## config.mk

```make
export PLATFORM = sky130hd
export DESIGN_NAME = imem_loader_flat
export DESIGN_NICKNAME = d
export VERILOG_FILES = /design/src/rtl/imem_loader_pkg.sv /design/src/rtl/imem_loader_if.sv /design/src/rtl/imem_loader_word_packer.sv /design/src/rtl/imem_loader.sv /design/src/flat_wrapper.sv
export SDC_FILE = /design/constraint.sdc
export NUM_CORES = 1
export LEC_CHECK = 0
export ABC_AREA = 1
export CELL_PAD_IN_SITES_DETAIL_PLACEMENT = 1
export CELL_PAD_IN_SITES_GLOBAL_PLACEMENT = 1
export CORE_AREA = 10 10 120 122
export DETAILED_ROUTE_END_ITERATION = 12
export DIE_AREA = 0 0 130 132
export PLACE_DENSITY = 0.81
export SETUP_SLACK_MARGIN = 0.2
export SYNTH_ARGS = -nofsm -noshare
export SYNTH_HDL_FRONTEND = slang
export SYNTH_SLANG_ARGS = --single-unit
```

## constraint.sdc

```tcl
create_clock -name clk -period 1.35 [get_ports clk]
set_input_delay 0.2025 -clock clk [delete_from_list [all_inputs] [get_ports clk]]
set_output_delay 0.2025 -clock clk [all_outputs]
set_load 0.005 [all_outputs]
```

## src/rtl/imem_loader_pkg.sv

```systemverilog
// Shared types and constants for the boot-time instruction-memory loader.
package imem_loader_pkg;

   typedef enum logic [2:0] {
      StHunt,
      StCount,
      StData,
      StCheck,
      StDone,
      StError
   } ldr_state_t;

   localparam logic [7:0] LDR_SYNC_DEFAULT = 8'hA5;

   // A word count is legal when non-zero and no larger than the imem capacity.
   function automatic logic count_legal(input logic [7:0] n, input int unsigned addr_w);
      if (n == 8'd0) begin
         return 1'b0;
      end
      if (addr_w >= 8) begin
         return 1'b1;
      end
      return 32'(n) <= (32'd1 << addr_w);
   endfunction

endpackage

```

## src/rtl/imem_loader_if.sv

```systemverilog
// Byte-stream input and imem write-port bundle of the program loader.
interface imem_loader_if #(
   parameter int unsigned ADDR_W = 6
) ();

   logic              rx_valid;
   logic [7:0]        rx_data;
   logic              rx_ready;
   logic              im_we;
   logic [ADDR_W-1:0] im_addr;
   logic [31:0]       im_wdata;

   // Loader side.
   modport master (
      input  rx_valid,
      input  rx_data,
      output rx_ready,
      output im_we,
      output im_addr,
      output im_wdata
   );

   // Byte source / imem side.
   modport slave (
      output rx_valid,
      output rx_data,
      input  rx_ready,
      input  im_we,
      input  im_addr,
      input  im_wdata
   );

endinterface

```

## src/rtl/imem_loader_word_packer.sv

```systemverilog
// Big-endian 8-to-32 packer: word_valid marks the byte that completes a word,
// and word presents the assembled value in that same cycle.
module word_packer (
   input  logic        clk,
   input  logic        reset,
   input  logic        clear,
   input  logic        byte_valid,
   input  logic [7:0]  byte_data,
   output logic [31:0] word,
   output logic        word_valid
);

   logic [23:0] shift_q, shift_d;
   logic [1:0]  cnt_q, cnt_d;

   always_comb begin
      shift_d = shift_q;
      cnt_d   = cnt_q;
      if (clear) begin
         shift_d = 24'd0;
         cnt_d   = 2'd0;
      end else if (byte_valid) begin
         shift_d = {shift_q[15:0], byte_data};
         cnt_d   = cnt_q + 2'd1;
      end
   end

   assign word       = {shift_q, byte_data};
   assign word_valid = byte_valid && !clear && (cnt_q == 2'd3);

   always_ff @(posedge clk or negedge reset) begin
      if (!reset) begin
         shift_q <= 24'd0;
         cnt_q   <= 2'd0;
      end else begin
         shift_q <= shift_d;
         cnt_q   <= cnt_d;
      end
   end

endmodule

```

## src/rtl/imem_loader.sv

```systemverilog
// Framed byte-stream program loader: writes words into imem and holds the core
// in reset until the whole frame has been written and its checksum verified.
module imem_loader
   import imem_loader_pkg::*;
#(
   parameter int unsigned ADDR_W = 6,
   parameter logic [7:0]  SYNC   = LDR_SYNC_DEFAULT
) (
   input  logic             clk,
   input  logic             reset,
   imem_loader_if.master    bus,
   output logic             cpu_reset,
   output logic             done,
   output logic             err
);

   ldr_state_t        state_q, state_d;
   logic [7:0]        widx_q, widx_d;
   logic [7:0]        last_q, last_d;
   logic [7:0]        csum_q, csum_d;
   logic              rx_ready_q;
   logic              im_we_q, im_we_d;
   logic [ADDR_W-1:0] im_addr_q, im_addr_d;
   logic [31:0]       im_wdata_q, im_wdata_d;
   logic              cpu_reset_q, cpu_reset_d;
   logic              done_q, done_d;
   logic              err_q, err_d;

   logic        fire;
   logic        idle_state;
   logic        sync_seen;
   logic        pack_valid;
   logic [31:0] pack_word;
   logic        pack_word_valid;

   assign fire       = bus.rx_valid && rx_ready_q;
   assign idle_state = (state_q == StHunt) || (state_q == StDone) || (state_q == StError);
   assign sync_seen  = fire && idle_state && (bus.rx_data == SYNC);
   assign pack_valid = fire && (state_q == StData);

   word_packer u_packer (
      .clk        (clk),
      .reset      (reset),
      .clear      (sync_seen),
      .byte_valid (pack_valid),
      .byte_data  (bus.rx_data),
      .word       (pack_word),
      .word_valid (pack_word_valid)
   );

   always_comb begin
      state_d     = state_q;
      widx_d      = widx_q;
      last_d      = last_q;
      csum_d      = csum_q;
      im_we_d     = 1'b0;
      im_addr_d   = im_addr_q;
      im_wdata_d  = im_wdata_q;
      cpu_reset_d = cpu_reset_q;
      done_d      = done_q;
      err_d       = err_q;

      unique case (state_q)
         StHunt, StDone, StError: begin
            if (sync_seen) begin
               state_d     = StCount;
               done_d      = 1'b0;
               err_d       = 1'b0;
               cpu_reset_d = 1'b1;
               widx_d      = 8'd0;
               csum_d      = 8'd0;
            end
         end
         StCount: begin
            if (fire) begin
               if (count_legal(bus.rx_data, ADDR_W)) begin
                  last_d  = bus.rx_data - 8'd1;
                  state_d = StData;
               end else begin
                  state_d = StError;
                  err_d   = 1'b1;
               end
            end
         end
         StData: begin
            if (fire) begin
               csum_d = csum_q ^ bus.rx_data;
               if (pack_word_valid) begin
                  im_we_d    = 1'b1;
                  im_addr_d  = ADDR_W'(widx_q);
                  im_wdata_d = pack_word;
                  widx_d     = widx_q + 8'd1;
                  if (widx_q == last_q) begin
                     state_d = StCheck;
                  end
               end
            end
         end
         StCheck: begin
            if (fire) begin
               if (bus.rx_data == csum_q) begin
                  state_d     = StDone;
                  done_d      = 1'b1;
                  cpu_reset_d = 1'b0;
               end else begin
                  // Words already written stay in imem; the core remains in reset.
                  state_d = StError;
                  err_d   = 1'b1;
               end
            end
         end
         default: state_d = StHunt;
      endcase
   end

   always_ff @(posedge clk or negedge reset) begin
      if (!reset) begin
         state_q     <= StHunt;
         widx_q      <= 8'd0;
         last_q      <= 8'd0;
         csum_q      <= 8'd0;
         rx_ready_q  <= 1'b0;
         im_we_q     <= 1'b0;
         im_addr_q   <= '0;
         im_wdata_q  <= 32'd0;
         cpu_reset_q <= 1'b1;
         done_q      <= 1'b0;
         err_q       <= 1'b0;
      end else begin
         state_q     <= state_d;
         widx_q      <= widx_d;
         last_q      <= last_d;
         csum_q      <= csum_d;
         rx_ready_q  <= 1'b1;
         im_we_q     <= im_we_d;
         im_addr_q   <= im_addr_d;
         im_wdata_q  <= im_wdata_d;
         cpu_reset_q <= cpu_reset_d;
         done_q      <= done_d;
         err_q       <= err_d;
      end
   end

   assign bus.rx_ready = rx_ready_q;
   assign bus.im_we    = im_we_q;
   assign bus.im_addr  = im_addr_q;
   assign bus.im_wdata = im_wdata_q;
   assign cpu_reset    = cpu_reset_q;
   assign done         = done_q;
   assign err          = err_q;

endmodule

```

## src/flat_wrapper.sv

```systemverilog
// flat-port wrapper written by rule: the top's interface ports become plain ports
module imem_loader_flat import imem_loader_pkg::*;
#(
   parameter int unsigned ADDR_W = 6,
   parameter logic [7:0]  SYNC   = LDR_SYNC_DEFAULT
)
  (clk, reset, cpu_reset, done, err, bus_rx_valid, bus_rx_data, bus_rx_ready, bus_im_we, bus_im_addr, bus_im_wdata);
  imem_loader_if #(.ADDR_W(ADDR_W)) bus_i ();
  input  logic clk;
  input  logic reset;
  output logic cpu_reset;
  output logic done;
  output logic err;
  input wire logic [$bits(bus_i.rx_valid)-1:0] bus_rx_valid;
  input wire logic [$bits(bus_i.rx_data)-1:0] bus_rx_data;
  output wire logic [$bits(bus_i.rx_ready)-1:0] bus_rx_ready;
  output wire logic [$bits(bus_i.im_we)-1:0] bus_im_we;
  output wire logic [$bits(bus_i.im_addr)-1:0] bus_im_addr;
  output wire logic [$bits(bus_i.im_wdata)-1:0] bus_im_wdata;
  assign bus_i.rx_valid = bus_rx_valid;
  assign bus_i.rx_data = bus_rx_data;
  assign bus_rx_ready = bus_i.rx_ready;
  assign bus_im_we = bus_i.im_we;
  assign bus_im_addr = bus_i.im_addr;
  assign bus_im_wdata = bus_i.im_wdata;
  imem_loader #(.ADDR_W(ADDR_W), .SYNC(SYNC)) u_core (.clk(clk), .reset(reset), .bus(bus_i), .cpu_reset(cpu_reset), .done(done), .err(err));
endmodule
```

==> impl_metrics.toml, run 1 <==
[place]
placed_cells = 775
dp_hpwl_mm = 9.98
gp_congestion = 0.867
io_buffers = 53
dp_slack_ns = -0.640

[synthesis]
syn_avg_cell_area_um2 = 8.53
synth_mux_area_frac = 0
yosysTopAreaCell = "dfrtp_1"
synth_edf_count = 0
synth_compound_area_frac = 0.113
synth_seq_area_share = 0.541
synthFlopType = "dfrtp_1"
netlist_area_um2 = 4450
synth_common_cells = "157 x nand2_1, 95 x dfrtp_1, 73 x inv_1"
yosys.area_share.xor_xnor = 0.0236
synth_top_area_frac = 0.535
ys_types = 31
ys_seq_elements = 96
synthTopCellsByArea = "dfrtp_1 53%, nand2_1 13%, inv_1 6.2%"
syn_nets = 537
synth_most_common_cell = "nand2_1"
ys_warn_count = 0
synthAdderAreaFrac = 0.0141
async_flop_share = 1.00
synth_top_family_by_area = "simple AND/OR/NAND/NOR gates"
yosys.area_share.simple = 0.214
syn_inst = 521

[timing]
fin_crit_ns = 1.61
setup_slack_ns = -0.256
period_share = 1.19
max_freq_mhz = 623
holdWs_ns = 0.346
setup_viol = 95
finalHoldViolations = 0
finalMaxSlewViolations = 0
rsz0062_at_grt = "true"
finClkSkew_ns = 0.00802
tns_ns = -9.71

[route]
vias = 4239
vias_per_cell = 5.08
antenna_left = 0
routed_wl_mm = 16.3
drc = 0
drt-wirelength-per-cell_um = 19.5
dr.pass1.iters = 5
drt_iter0_markers = 286

[worst_setup_path]
worstRegToRegCells = 8
cp.required_ns = 1.63
critPathMaxStageDelay_ns = 0.41
cp_slowest_cell = "dfrtp_1"
crit_type = "reg2reg"
start_kind = "register"
cp.arrival_ns = 1.88
crit_path_end_kind = "register"
critical_path_peak_fanout = 7
cpMostUsedCell = "buf_6"
crit_path_cell_trace = "buf_6, buf_6, nor2_4, nand3_4, nor2_4, buf_6, nand2_2, o21ai_1"

[layout]
area_delta_synth_final_pct = 46.6
layout-drive-gt1-share = 0.392
instances_no_fill = 834
diodes = 0
nets = 698

[global_route]
grt_pass1_vias = 4728
grt_max_degree = 40
grt_pass1_wl_mm = 25.1
grt_usage = 0.186
antenna_found_initial = 0
grt-ovfl-total = 0

[clock_network]
tritoncts = "yes"
cts-root-buf = "clkbuf_16"
clock_latency_ns = 0.36
htree_levels = 3
cts.sinks = 96
ctsLongestPathBuffers = 2
cts_buffers = 9
path_clk_slew_ns = 0.07

[die]
dieArea_um2 = 17200
core_um2 = 11900
rows = 40
start_util = 0.373
die_height_um = 132
top_level_ports = 54
die_w_um = 130

[power]
pwr-share-seq = 0.371
ir_worst_vdd_v = 0.000785
power_density_nw_per_um2 = 1790
switching_share = 0.373
power_frac_clock = 0.231
internal_power_uw = 7330
p_switching_uw = 4360
p_comb_frac = 0.397
p_leak_uw = 0.00335

[outcome]
status = "finished with violations"
violations = "negative setup slack"

[run]
maxCapViolCount = 0

[min_path]
hp-class = "in2async"
==> registers in the layout, indices dropped and copies added (netlist names), 2 cells and up <==
signal and flops:
u_core.widx_q 8, u_core.bus.im_addr 6, u_core.bus.im_wdata 32, u_core.csum_q 8
u_core.last_q 8, u_core.state_q 3, u_core.u_packer.shift_q 24, u_core.u_packer.cnt_q 2
==> cells in the final DEF, fill, tap and decap left out, types with 4 or more instances in the layout <==
cell / n
buf_12: 6
buf_2: 34
buf_4: 94
buf_6: 15
clkbuf_16: 9
clkbuf_2: 7
clkinvlp_4: 4
dfrtp_1: 92
dlygate4sd2_1: 8
inv_1: 56
inv_2: 17
nand2_1: 134
nand2_2: 14
nand2_4: 10
nand2_8: 5
nand3_1: 13
nand3_2: 4
nand3_4: 4
nor2_1: 19
nor2_2: 5
nor2_4: 8
o21ai_0: 8
o21ai_1: 35
o21ai_2: 12
o22ai_1: 26
xor2_1: 12
==> power by group through the flow <==
stage	Clock (µW)	Combinational, µW	Sequential [µW]
detailed placement	0	4070	4370
global placement	0	3830	4290
CTS	2710	4410	4310
floorplan	0	1890	4270
global route	2840	5130	4440
finish	2700	4640	4340
==> cell type report <==
| cell class | instances | area (µm²) |
|---|---|---|
| well taps | 147 | 184 |
| fillers | 1413 | 5390 |
| multi-input cells | 330 | 2000 |
| clock inverters | 6 | 73.8 |
| inverters | 78 | 318 |
| repair buffers | 166 | 1290 |
| flip-flops and latches | 96 | 2410 |
| clock buffers | 10 | 229 |
| repair inverters | 1 | 16.3 |
==> critical path: cells and delay by family, from the launching register on <==
family,cells,cell delay [ns]
AO/OA/AOI/OAI,1,0.10
buffers and inverters,3,0.42
AND/OR/NAND/NOR,4,0.56
flip-flops,1,0.41
==> worst paths after layout <==
path,start,end,slack (ns)
worst max-delay path,u_core.state_q[1],u_core.last_q[0],-0.26
worst min-delay path,reset,u_core.bus.im_wdata[12],0.35
worst max register to register,u_core.state_q[1],u_core.last_q[0],-0.26
worst min register to register,u_core.cpu_reset,u_core.cpu_reset,0.49
max in group asynchronous,reset,u_core.widx_q[3],0.42
min in group clk,bus_rx_data[4],u_core.bus.im_wdata[4],0.47
==> metal layers <==
metal  track usage  wire, µm
met5             0         0
met4        0.0631       451
met3        0.0418       553
met2         0.339      8750
met1         0.205      6520
==> cells by family after synthesis <==
kind of cell | count (synthesis)
AND/OR/NAND/NOR | 222
flip-flops | 96
buffers and inverters | 95
AO/OA/AOI/OAI | 90
XOR/XNOR | 12
adder cells (fa/ha/maj) | 5
other | 1
==> repair_timing <==
item	4_1_cts	5_1_grt
endpoints found under the setup margin	138	104
setup buffers	34	7
endpoints found under the hold margin	28	0
gates resized for setup	244	50
cloned	1	0
hold buffers	1	0
pin swaps	23	15
==> metrics by stage <==
step / util / power [µW] / cell area [µm²]
after floorplan: - / 6160 / 4540
after CTS: 0.532 / 11400 / 6340
after global placement: 0.478 / 8130 / 5690
after detailed placement: 0.478 / 8440 / 5690
after global routing: 0.547 / 12400 / 6520
final: 0.547 / 11700 / 6520
No activity file was read; power rests on OpenSTA's default activity.
==> run 2: changes to the inputs <==
- HOLD_SLACK_MARGIN: unset -> 0.12
==> results of run 2 <==
Final layout, timing and power as in run 1 (identical DEF).
==> run 3: changes to the inputs <==
- CORE_AREA: 10 10 120 122 -> 10 10 122 124
- DIE_AREA: 0 0 130 132 -> 0 0 132 134
- PLACE_DENSITY: 0.81 -> 0.82
- SYNTH_HIERARCHICAL: unset -> 1
- TNS_END_PERCENT: unset -> 50
==> impl_metrics.toml, run 3 <==
[layout]
fillers = 1407
sequential_cell_area_um2 = 2400
diodes = 0
final_common_cell = "nand2_1"
instances_no_fill = 883
nets = 721
multi_input_area_um2 = 2480
layout_common_cells = "154 x nand2_1, 94 x dfrtp_1, 63 x nand2_2, 56 x buf_4, 42 x nand2_4"
fin_util = 0.582
largest_reg_flops = 32
area_delta_synth_final_pct = 56.0
layout-drive-gt1-share = 0.414

[global_route]
grt_max_degree = 51
grt_pass1_vias = 5087
antenna_found_initial = 0
grt-ovfl-total = 0
grt_usage = 0.202
grt_pass1_wl_mm = 28.2

[clock_network]
htree_levels = 3
ctsLongestPathBuffers = 2
cts-root-buf = "clkbuf_16"
cts.sinks = 96
clock_latency_ns = 0.37
cts_buffers = 9
tritoncts = "yes"
path_clk_slew_ns = 0.07

[synthesis]
synth_seq_area_share = 0.517
synthTopCellsByArea = "dfrtp_1 51%, nand2_1 20%, nand3_1 4.8%"
synth_edf_count = 0
synth_most_common_cell = "nand2_1"
syn_avg_cell_area_um2 = 8.23
yosysTopAreaCell = "dfrtp_1"
synth_common_cells = "253 x nand2_1, 95 x dfrtp_1, 45 x nand3_1"
ys_seq_elements = 96
netlist_area_um2 = 4650
async_flop_share = 1.00
synth_top_area_frac = 0.511
synthFlopType = "dfrtp_1"
syn_nets = 580
ys_warn_count = 6
ys_types = 36
syn_inst = 565

[timing]
setup_slack_ns = -0.716
setup_viol = 95
finClkSkew_ns = 0.0160
fin_crit_ns = 2.07
max_freq_mhz = 484
finalMaxSlewViolations = 0
period_share = 1.53
holdWs_ns = 0.291
finalHoldViolations = 0
rsz0062_at_grt = "true"

[die]
start_util = 0.373
die_w_um = 132
core_um2 = 12500
die_height_um = 134
rows = 41
dieArea_um2 = 17700
top_level_ports = 54

[worst_setup_path]
cp-startpoint = "u_core/state_q[2]"
cpLargestDelayFamily = "buffers and inverters"
path_buf_inv = 8
cp_slowest_cell = "dfrtp_1"
cp.required_ns = 1.59
crit_type = "reg2reg"
critPathMaxStageDelay_ns = 0.41
crit_path_cell_trace = "inv_2, nand2_4, nand2_4, nor2_2, nand3_2, inv_2, inv_2, and3_4, inv_8, buf_12, nor2_8, clkbuf_16, buf_8, inv_16, nand2_2, nand2_1"
cp.arrival_ns = 2.30
critical_path_peak_fanout = 8
cpMostUsedCell = "inv_2"
crit_path_end_kind = "register"
start_kind = "register"
worstReg2RegStart = "u_core/state_q[2]"

[outcome]
status = "finished with violations"
violations = "negative setup slack"

[power]
ir_worst_vdd_v = 0.000852
switching_share = 0.396
pwr-share-seq = 0.371
power_density_nw_per_um2 = 1530
internal_power_uw = 6720
power_frac_clock = 0.246
total_power_uw = 11100
p_comb_frac = 0.383
p_leak_uw = 0.00374
p_switching_uw = 4400

[route]
routed_wl_mm = 21.6
vias_per_cell = 5.59
vias = 4932
drt_iter0_markers = 431
drt-wirelength-per-cell_um = 24.5
drc = 0
antenna_left = 0
dr.pass1.iters = 5

[place]
dp_slack_ns = -1.00
dp_hpwl_mm = 9.79
gp_congestion = 0.869
placed_cells = 813
io_buffers = 53

[min_path]
hp-class = "in2async"

[run]
maxCapViolCount = 0
[run 3: cell count changes in the layout (fill, tap and decap cells not counted), sizes merged, moves of 5 or more]
cell	change
nand2	+96
buf	-54
o22ai	-27
nand3	+26
o21ai	-26
dlygate4sd2	+24
inv	-22
nor2	-8
xor2	-7
clkdlybuf4s50	+6
nand4	+5
[run 3: cells by family after synthesis]
| kind of cell | count (synthesis) | share of synthesized area |
|---|---|---|
| AOI/OAI and AO/OA | 37 | 0.0573 |
| xor gates and xnor gates | 8 | 0.0151 |
| adders and majority gates | 4 | 0.0108 |
| buffers and inverters | 75 | 0.0789 |
| DFF | 96 | 0.517 |
| other | 1 | 0.000807 |
| and+or+nand+nor | 344 | 0.320 |
[run 3: through the flow]
stage / instance area, µm² / setup TNS [ns]
3_3_place_gp: 5650 / -62.13
6_report: 7250 / -50.63
2_1_floorplan: 4700 / -20.13
4_1_cts: 6610 / -31.76
5_1_grt: 7250 / -54.55
3_5_place_dp: 5650 / -74.62
[run 3: metal layers]
metal,up-vias,wire (µm),global-route usage
met5,-,0,0
li1,2047,-,-
met1,2563,7860,0.206
met4,0,1000,0.108
met2,250,11600,0.377
met3,72,1220,0.0426
[run 3: final timing paths]
path	slack, ns	cells after the start	end
max	-0.72	16	u_core/bus.im_wdata[12]
min	0.29	2	u_core/bus.im_wdata[20]
max reg2reg	-0.72	16	u_core/bus.im_wdata[12]
min reg2reg	0.48	2	u_core/bus.im_wdata[21]
max in group asynchronous	0.46	3	u_core/u_packer/shift_q[8]
min in group clk	0.32	3	u_core/last_q[0]
[run 3: what timing repair did]
action                                  in CTS  in global routing
hold endpoints to repair                    88                  0
buffers inserted                            20                 18
gates resized for setup                    175                124
endpoints found under the setup margin     138                135
cloned                                      11                  4
hold buffers                                 1                  0
pin swaps                                   18                 30
[run 3: power by group through the flow]
stage	sequential [µW]	clock [µW]	combinational [µW]
CTS	3950	2660	3300
detailed placement	3980	0	2600
floorplan	3840	0	1720
global placement	3930	0	2440
finish	4130	2730	4260
global route	4170	2870	4490
[run 3: cell type report]
| type | instances | area share |
|---|---|---|
| flip-flops and latches | 96 | 0.332 |
| multi-input cells | 396 | 0.343 |
| inverters | 48 | 0.0288 |
| clock buffers | 10 | 0.0316 |
| repair inverters | 7 | 0.0161 |
| well taps | 172 | 0.0297 |
| repair buffers | 148 | 0.210 |
| clock inverters | 6 | 0.00949 |
